==> config.mk <==
export PLATFORM = sky130hd
export DESIGN_NAME = ldpc_chan_err_injector
export DESIGN_NICKNAME = d
export VERILOG_FILES = /design/src/rtl/ldpc_chan_pkg.sv /design/src/rtl/ldpc_chan_lfsr_lanes.sv /design/src/rtl/ldpc_chan_err_injector.sv
export SDC_FILE = /design/constraint.sdc
export NUM_CORES = 2
export LEC_CHECK = 0
export ABC_AREA = 1
export BUFFER_PORTS_ARGS = -buffer_cell sky130_fd_sc_hd__buf_4
export CAP_MARGIN = 25
export CORE_AREA = 2 2 354 356
export DETAILED_ROUTE_END_ITERATION = 10
export DIE_AREA = 0 0 356 358
export HOLD_SLACK_MARGIN = 0.15
export PLACE_DENSITY = 0.59
export SLEW_MARGIN = 30
export SYNTH_ARGS = -nofsm -noshare
export SYNTH_HDL_FRONTEND = slang
export SYNTH_SLANG_ARGS = --single-unit
==> constraint.sdc <==
create_clock -name wb_clk_i -period 18.9 [get_ports wb_clk_i]
set_input_delay 2.835 -clock wb_clk_i [delete_from_list [all_inputs] [get_ports wb_clk_i]]
set_output_delay 2.835 -clock wb_clk_i [all_outputs]
set_load 0.03 [all_outputs]
==> src/rtl/ldpc_chan_pkg.sv <==
// Shared definitions for the LDPC channel error injector: LFSR polynomial,
// FSM state encoding and the single-step Galois LFSR function.
package ldpc_chan_pkg;

    localparam logic [31:0] LDPC_CHAN_POLY = 32'h80200003;

    typedef enum logic [1:0] {
        ST_IDLE     = 2'd0,
        ST_INJECT   = 2'd1,
        ST_START    = 2'd2,
        ST_WAIT_DEC = 2'd3
    } state_t;

    // Right-shifting Galois step: the polynomial is folded in when the LSB shifts out.
    function automatic logic [31:0] lfsr_step(input logic [31:0] state);
        logic [31:0] next_state;
        next_state = state >> 1;
        if (state[0]) next_state = next_state ^ LDPC_CHAN_POLY;
        return next_state;
    endfunction

endpackage

==> src/rtl/ldpc_chan_lfsr_lanes.sv <==
// Unrolls LANES consecutive LFSR steps in one cycle; lane k sees the low 16
// bits of the state after step k+1, and the final state is handed back.
module ldpc_chan_lfsr_lanes
    import ldpc_chan_pkg::*;
#(
    parameter int LANES = 16
) (
    input  logic [31:0]             lfsr_i,
    output logic [LANES-1:0][15:0]  rnd_o,
    output logic [31:0]             lfsr_next_o
);

    logic [31:0] w_state;

    always_comb begin
        w_state = lfsr_i;
        rnd_o   = '0;
        for (int k = 0; k < LANES; k++) begin
            w_state  = lfsr_step(w_state);
            rnd_o[k] = w_state[15:0];
        end
        lfsr_next_o = w_state;
    end

endmodule

==> src/rtl/ldpc_chan_err_injector.sv <==
// Channel emulation between LDPC encoder and decoder: captures a codeword, flips
// bits pseudo-randomly, starts the decoder and waits. Optional stats: LDPC_CHAN_STATS_EN.
module ldpc_chan_err_injector
    import ldpc_chan_pkg::*;
#(
    parameter int NN    = 208,
    parameter int LANES = 16,
    parameter int ERRW  = 8,
    parameter int CNTW  = 32
) (
    input  logic            wb_clk_i,
    input  logic            wb_rst_i,
    input  logic [NN-1:0]   cw_i,
    input  logic            cw_valid_i,
    output logic            cw_ready_o,
    input  logic            enable_i,
    input  logic [15:0]     prob_i,
    input  logic [ERRW-1:0] max_err_i,
    input  logic [31:0]     seed_i,
    input  logic            seed_load_i,
    input  logic            dec_done_i,
    input  logic            dec_pass_i,
    output logic [NN-1:0]   q0_0_o,
    output logic [NN-1:0]   q0_1_o,
    output logic [NN-1:0]   err_mask_o,
    output logic            err_intro_o,
    output logic [ERRW-1:0] err_cnt_o,
    output logic            start_dec_o,
    output logic            busy_o
`ifdef LDPC_CHAN_STATS_EN
    ,
    input  logic            stats_clr_i,
    output logic [CNTW-1:0] frame_cnt_o,
    output logic [CNTW-1:0] fail_cnt_o
`endif
);

    localparam int NCHUNK = (NN + LANES - 1) / LANES;
    localparam int CHW    = (NCHUNK > 1) ? $clog2(NCHUNK) : 1;
    localparam int PADW   = NCHUNK * LANES;

    state_t             r_state;
    logic [31:0]        r_lfsr;
    logic [NN-1:0]      r_cw;
    logic [NN-1:0]      r_mask;
    logic [ERRW-1:0]    r_cnt;
    logic [CHW-1:0]     r_chunk;

    logic [LANES-1:0][15:0] w_rnd;
    logic [31:0]            w_lfsr_next;
    logic [LANES-1:0]       w_flips;
    logic [ERRW-1:0]        w_cnt_next;
    logic [PADW-1:0]        w_pad;
    logic [NN-1:0]          w_mask_next;

    ldpc_chan_lfsr_lanes #(.LANES(LANES)) u_lanes (
        .lfsr_i      (r_lfsr),
        .rnd_o       (w_rnd),
        .lfsr_next_o (w_lfsr_next)
    );

    // Lanes are evaluated in order so the cap sees flips from earlier lanes this cycle.
    always_comb begin
        // NOTE: every variable gets a default first so no path infers a latch.
        w_flips    = '0;
        w_cnt_next = r_cnt;
        for (int k = 0; k < LANES; k++) begin
            if (enable_i && ((int'(r_chunk) * LANES + k) < NN) && (w_rnd[k] < prob_i) &&
                ((max_err_i == '0) || (w_cnt_next < max_err_i))) begin
                w_flips[k] = 1'b1;
                if (w_cnt_next != '1) w_cnt_next = w_cnt_next + ERRW'(1);
            end
        end
        w_pad       = PADW'(w_flips) << (int'(r_chunk) * LANES);
        w_mask_next = r_mask | w_pad[NN-1:0];
    end

    always_ff @(posedge wb_clk_i or posedge wb_rst_i) begin
        if (wb_rst_i) begin
            // NOTE: the wide capture and mask registers are reset because q0_* decode them directly.
            r_state <= ST_IDLE;
            r_lfsr  <= 32'h1;
            r_cw    <= '0;
            r_mask  <= '0;
            r_cnt   <= '0;
            r_chunk <= '0;
        end else begin
            // NOTE: non-blocking assignments so every register sees pre-edge values.
            case (r_state)
                ST_IDLE: begin
                    if (seed_load_i) r_lfsr <= (seed_i == 32'h0) ? 32'h1 : seed_i;
                    if (cw_valid_i) begin
                        r_cw    <= cw_i;
                        r_mask  <= '0;
                        r_cnt   <= '0;
                        r_chunk <= '0;
                        r_state <= ST_INJECT;
                    end
                end
                ST_INJECT: begin
                    r_lfsr  <= w_lfsr_next;
                    r_mask  <= w_mask_next;
                    r_cnt   <= w_cnt_next;
                    r_chunk <= r_chunk + CHW'(1);
                    if (r_chunk == CHW'(NCHUNK - 1)) r_state <= ST_START;
                end
                ST_START: r_state <= ST_WAIT_DEC;
                ST_WAIT_DEC: begin
                    if (dec_done_i) r_state <= ST_IDLE;
                end
                default: r_state <= ST_IDLE;
            endcase
        end
    end

    assign q0_1_o      = r_cw ^ r_mask;
    assign q0_0_o      = ~(r_cw ^ r_mask);
    assign err_mask_o  = r_mask;
    assign err_intro_o = |r_mask;
    assign err_cnt_o   = r_cnt;
    assign start_dec_o = (r_state == ST_START);
    assign cw_ready_o  = (r_state == ST_IDLE);
    assign busy_o      = (r_state != ST_IDLE);

`ifdef LDPC_CHAN_STATS_EN
    logic [CNTW-1:0] r_frame_cnt;
    logic [CNTW-1:0] r_fail_cnt;

    // Clear wins over a same-cycle frame completion; both counters wrap.
    always_ff @(posedge wb_clk_i or posedge wb_rst_i) begin
        if (wb_rst_i) begin
            r_frame_cnt <= '0;
            r_fail_cnt  <= '0;
        end else if (stats_clr_i) begin
            r_frame_cnt <= '0;
            r_fail_cnt  <= '0;
        end else if ((r_state == ST_WAIT_DEC) && dec_done_i) begin
            r_frame_cnt <= r_frame_cnt + CNTW'(1);
            if (!dec_pass_i) r_fail_cnt <= r_fail_cnt + CNTW'(1);
        end
    end

    assign frame_cnt_o = r_frame_cnt;
    assign fail_cnt_o  = r_fail_cnt;
`else
    logic w_unused;
    assign w_unused = &{1'b0, dec_pass_i, (CNTW > 0)};
`endif

endmodule
Word-level counts from Yosys, hierarchy flattened

Index checks and enable logic that the tools add are counted.

Word-level logic and storage cells: 281
Output and inout port bits: 636
Input bits: 271
Register bits: 462

Equal/unequal tests: 24
Magnitude comparators: 48
Bitwise logic cells: 19
Reductions and logical operators: 74
Mux-type cells: 77
Shift operators: 1
$add $sub $neg: 32

Operator list:

| kind                | count |
|---|---|
| $mux 32             | 18 |
| $pmux 208 s2        | 1 |
| $mux 8              | 33 |
| $lt 16x16->1        | 16 |
| $mux 208            | 1 |
| $not 208->208       | 1 |
| $or 208x208->208    | 1 |
| $reduce_or 208->1   | 1 |
| $shl 16x8->208      | 1 |
| $xor 208x208->208   | 1 |
| $lt 9x8->1 const B  | 15 |
| $add 8x1->8 const B | 16 |
| $lt 8x8->1          | 16 |
| $ne 8x8->1 const B  | 16 |
| $add 8x4->9 const B | 8 |
| $not 3->4           | 16 |
| $pmux 32 s2         | 1 |
| $logic_and 1x1->1   | 48 |
| $add 8x3->9 const B | 4 |
| $logic_not 32->1    | 1 |
| $add 8x2->9 const B | 2 |
| $logic_or 1x1->1    | 16 |
| $mux 1              | 16 |
| $pmux 8 s2          | 1 |
| other kinds (17)    | 25 |

Depth between registers and ports, before layout

Word-level depth: 69
Mapped depth: 222
Mapped depth without buffers: 212

Modules after synthesis

A second synthesis with hierarchy kept.

Cell total of the unflattened synthesis: 4478
Area, all modules: 37121.9 um^2

By module, submodules not included:

| module                 | times used | cells an instance | seq. area each (um^2) | area each (um^2) |
|---|---|---|---|---|
| ldpc_chan_err_injector | 1          | 4100              | 11562.3               | 34321.7 |
| ldpc_chan_lfsr_lanes   | 1          | 378               | 0.0                   | 2800.2 |

Worst setup path after synthesis

OpenSTA, ideal clock, no wires.

Path type: input-to-reg
Start: input port prob_i[5]
End: register r_cnt[3] (netlist: err_cnt_o[3])
Buffers on the path: 11
Setup slack: -4.335 ns
Arrival: 23.117 ns
Required time: 18.782 ns
Setup time: 0.118 ns
Cell stages on the path: 193
Cell sequence: inv_1 > ha_1 > a21oi_1 > nor2_1 > a211oi_1 > nand2_1 > nand2_1 > nand3_2 > buf_6 > inv_1 > nand3_1 > o21ai_1 > inv_1 > ha_1 > nand2_1 > nor2_1 > a211oi_1 > nand2_1 > [157 not listed] > nand2_2 > nand2_2 > buf_6 > o21ai_0 > inv_1 > nor2_1 > inv_2 > ha_1 > nand2_1 > nor2_1 > a211oi_1 > nand2_2 > nand2_2 > nand2_2 > nor2_1 > nand3_1 > nand3_1 > nand2_1

Longest elaborated chain between the ends: 65
Elaborated cells between the ends (all ways): 140
Classes of those cells: 15 x add/sub; 31 x order compare; 15 x eq/ne; 32 x mux; 47 x reduce/logical

Ends and longest elaborated chain:

| what                                                  | RTL line                      | source |
|---|---|---|
| start: declaration                                    | ldpc_chan_err_injector.sv:17  | `input logic [15:0] prob_i,` |
| branches (longest 63 deep; another with $lt 16x16->1) | --                            |  |
| $mux 8 (*)                                            | ldpc_chan_err_injector.sv:68  | `if (enable_i && ((int'(r_chunk) * LANES + k) < NN) && (w_rnd[k] < prob_i) &&` |
| $pmux 8 s2 (*)                                        | ldpc_chan_err_injector.sv:89  | `case (r_state)` |
| end signal: assignment                                | ldpc_chan_err_injector.sv:103 | `r_cnt <= w_cnt_next;` |
| end: declaration                                      | ldpc_chan_err_injector.sv:46  | `logic [ERRW-1:0] r_cnt;` |

Every way passes the cells marked *.
A chain may end at the register's enable or synchronous reset.

Worst setup path after layout

Start: input port prob_i[15]
End: register r_cnt[1] (netlist: err_cnt_o[1])

The elaborated chain is that of the path after synthesis.

==> impl_metrics.ini <==
[floorplanning]
num_rows = 129
die_area_um2 = 127000
dieWidth_um = 356
start_util = 0.280
die_h_um = 358
core_area_um2 = 123000
io_pins = 907

[timing]
fin_tns_setup_ns = -107.20
setup_ws_ns = -3.23
period_share = 1.17
holdWs_ns = 0.526
drv_slew = 0
rsz0062_at_grt = yes
clock_skew_ns = 0.0432
period_minus_slack_ns = 22.13
tightestPinTransition_ns = 1.16
max_freq_mhz = 45.2
slew_headroom = 0.221
finalHoldViolCount = 0
setup_violations = 47

[finish]
multi_input_area_um2 = 22600
nets = 6258
utilization = 0.427
layout-drive-gt1-share = 0.438
num-fill-cells = 12200
seq_area_um2 = 11600
area_growth_pct = 52.5

[global_routing]
grt_pass1_vias = 35000
antenna_found_initial = 15
grt_pass1_wl_um = 252000
grt_max_degree = 209
grt-ovfl-total = 0
grt.total_usage = 0.272

[yosys]
synth-edff-count = 0
synthTopCellsByArea = dfrtp_1 (33%), ha_1 (14%), mux2_2 (6.8%)
synthArstFlopShare = 1.00
ys.flop_type = dfrtp_1
ys_seq_area_frac = 0.335
yosysWarningCount = 0
synthesis.area_um2 = 34500
avgSynthCellArea_um2 = 8.34
synth_top_area_cell = dfrtp_1
synthCells = 4135
ys_seq_elements = 462
ys_types = 66
syn_nets = 4781
yosysTopAreaCellShare = 0.334

[worst_hold_path]
hold_path.class = reg2reg
whs_endpoint = r_cw[124]
hold_depth = 1
min_from = r_cw[124]

[clocking]
clk_latency_ns = 0.68
clk_pin_slew_worst_paths_ns = 0.06
h-tree-depth = 2
clockBufferDepth = 3
cts_tree = built
cts_root_buf = clkbuf_16
numCtsBuffers = 55
numClockSinks = 462

[critical_path]
startpoint_type = input port
crit_path_end_kind = flop
r2r-end = err_cnt_o[1]
crit_required_ns = 19.48
cp_common_cell = nand2_1
worstSetupPathType = in2reg
arrival_ns = 22.71
critPathSlowestCell = ha_4
critPathMaxStageDelay_ns = 0.27
crit_fanout = 8
timing.rr.start = r_lfsr[0]
reg2reg_depth = 194
r2r_slack_ns = -1.46

[place]
place_hpwl_um = 144000
place_congestion = 0.965
io_buffers = 905

[route]
vias = 36800
firstDrtPassIters = 5
drc = 0
drt_iter0_drc = 3153
viasPerCell = 5.04
drtAntennaViolNets = 0
wirelength_um = 183000
wire_per_inst_um = 25.0

[run]
max_cap_viol_count = 0

[run_status]
violations = negative setup slack
status = finished with violations
repair_timing:
action,CTS,global route
hold buffers,0,0
pin swaps,65,72
buffers inserted,108,29
gates resized for setup,252,160
setup endpoints to repair,60,70
cloned,3,0
cell usage after synthesis, drive strengths merged, types with 7 or more instances:
cell type  instances
nand2            688
inv              540
dfrtp            461
a21oi            403
ha               375
nor2             375
xnor2            219
mux2             208
nand3            160
clkbuf            96
nand4             92
nor4              87
o21ai             86
xor2              77
nor3              73
a211oi            33
o211ai            29
buf               26
a41oi             15
clkinv            11
o2111ai            9
o21a               9
a2111oi            8
o221ai             8
a31oi              7
worst max-delay path: cells and delay by family:
family	cells	cell delay, ns
adder cells (fa/ha/maj)	16	3.42
buffers and inverters	46	4.68
AO/OA/AOI/OAI	21	2.65
AND/OR/NAND/NOR	108	9.05
sequential cells by signal (all words and copies together), names as in the netlist:
name,flops
r_lfsr,32
r_state,2
r_cw,208
err_mask_o,208
r_chunk,4
err_cnt_o,8
layout make-up:
cell class	count	share of cell area
Timing Repair Buffer	1543	0.229
Inverter	551	0.0420
Clock buffer	73	0.0293
Sequential cell	462	0.220
Multi-Input combinational cell	2997	0.430
Antenna cell	11	0.000523
Timing Repair inverter	2	0.000262
Clock inverter	29	0.00963
Tap cell	1637	0.0389
cell usage in the layout, fill, tap and decap left out, drive strengths merged, types with 77 or more instances in the layout:
cell type / Yosys / final
nand2: 688 / 688
buf: 26 / 1543
dfrtp: 461 / 461
nor4: 87 / 87
nand4: 92 / 92
nor2: 375 / 375
xor2: 77 / 77
ha: 375 / 375
a21oi: 403 / 403
inv: 540 / 531
o21ai: 86 / 86
mux2: 208 / 208
xnor2: 219 / 219
nand3: 160 / 160
through the flow:
step	instance area [µm²]	setup WS, ns	cells
after detailed placement	47400	-4.96	7050
after global placement	47400	-4.73	7049
after CTS	51500	-2.91	7262
after floorplan	35300	-3.30	4135
final	52600	-3.23	7305
after global routing	52600	-4.82	7301
cells by family after synthesis:
kind of cell | Yosys count | share of synthesized area
and+or+nand+nor | 1486 | 0.201
AOI/OAI and AO/OA | 632 | 0.107
buffers and inverters | 676 | 0.0785
adders and majority gates | 375 | 0.136
DFF | 462 | 0.335
xor gates and xnor gates | 296 | 0.0751
muxes | 208 | 0.0679
worst max-delay path by stage:
stage / endpoint / slack, ns / start / depth (start not counted)
after global placement: err_cnt_o[4] / -4.73 / prob_i[5] / 185
after detailed placement: err_cnt_o[4] / -4.96 / prob_i[7] / 183
after global routing: err_cnt_o[2] / -4.82 / prob_i[9] / 199
final: err_cnt_o[1] / -3.23 / prob_i[15] / 191
after CTS: err_cnt_o[1] / -2.91 / prob_i[9] / 195
after floorplan: err_mask_o[175] / -3.30 / max_err_i[5] / 191
per-layer routing:
metal / GRT usage / vias to the layer above / share of wire
met3: 0.0893 / 268 / 0.10
met4: 0.0934 / 14 / 0.036
met5: 0.0226 / - / 0.0027
met2: 0.419 / 1626 / 0.44
li1: - / 16900 / -
met1: 0.356 / 18000 / 0.42
Power is not shown: default switching activity piles up to over one toggle a cycle in this logic, so the estimate is an artifact.
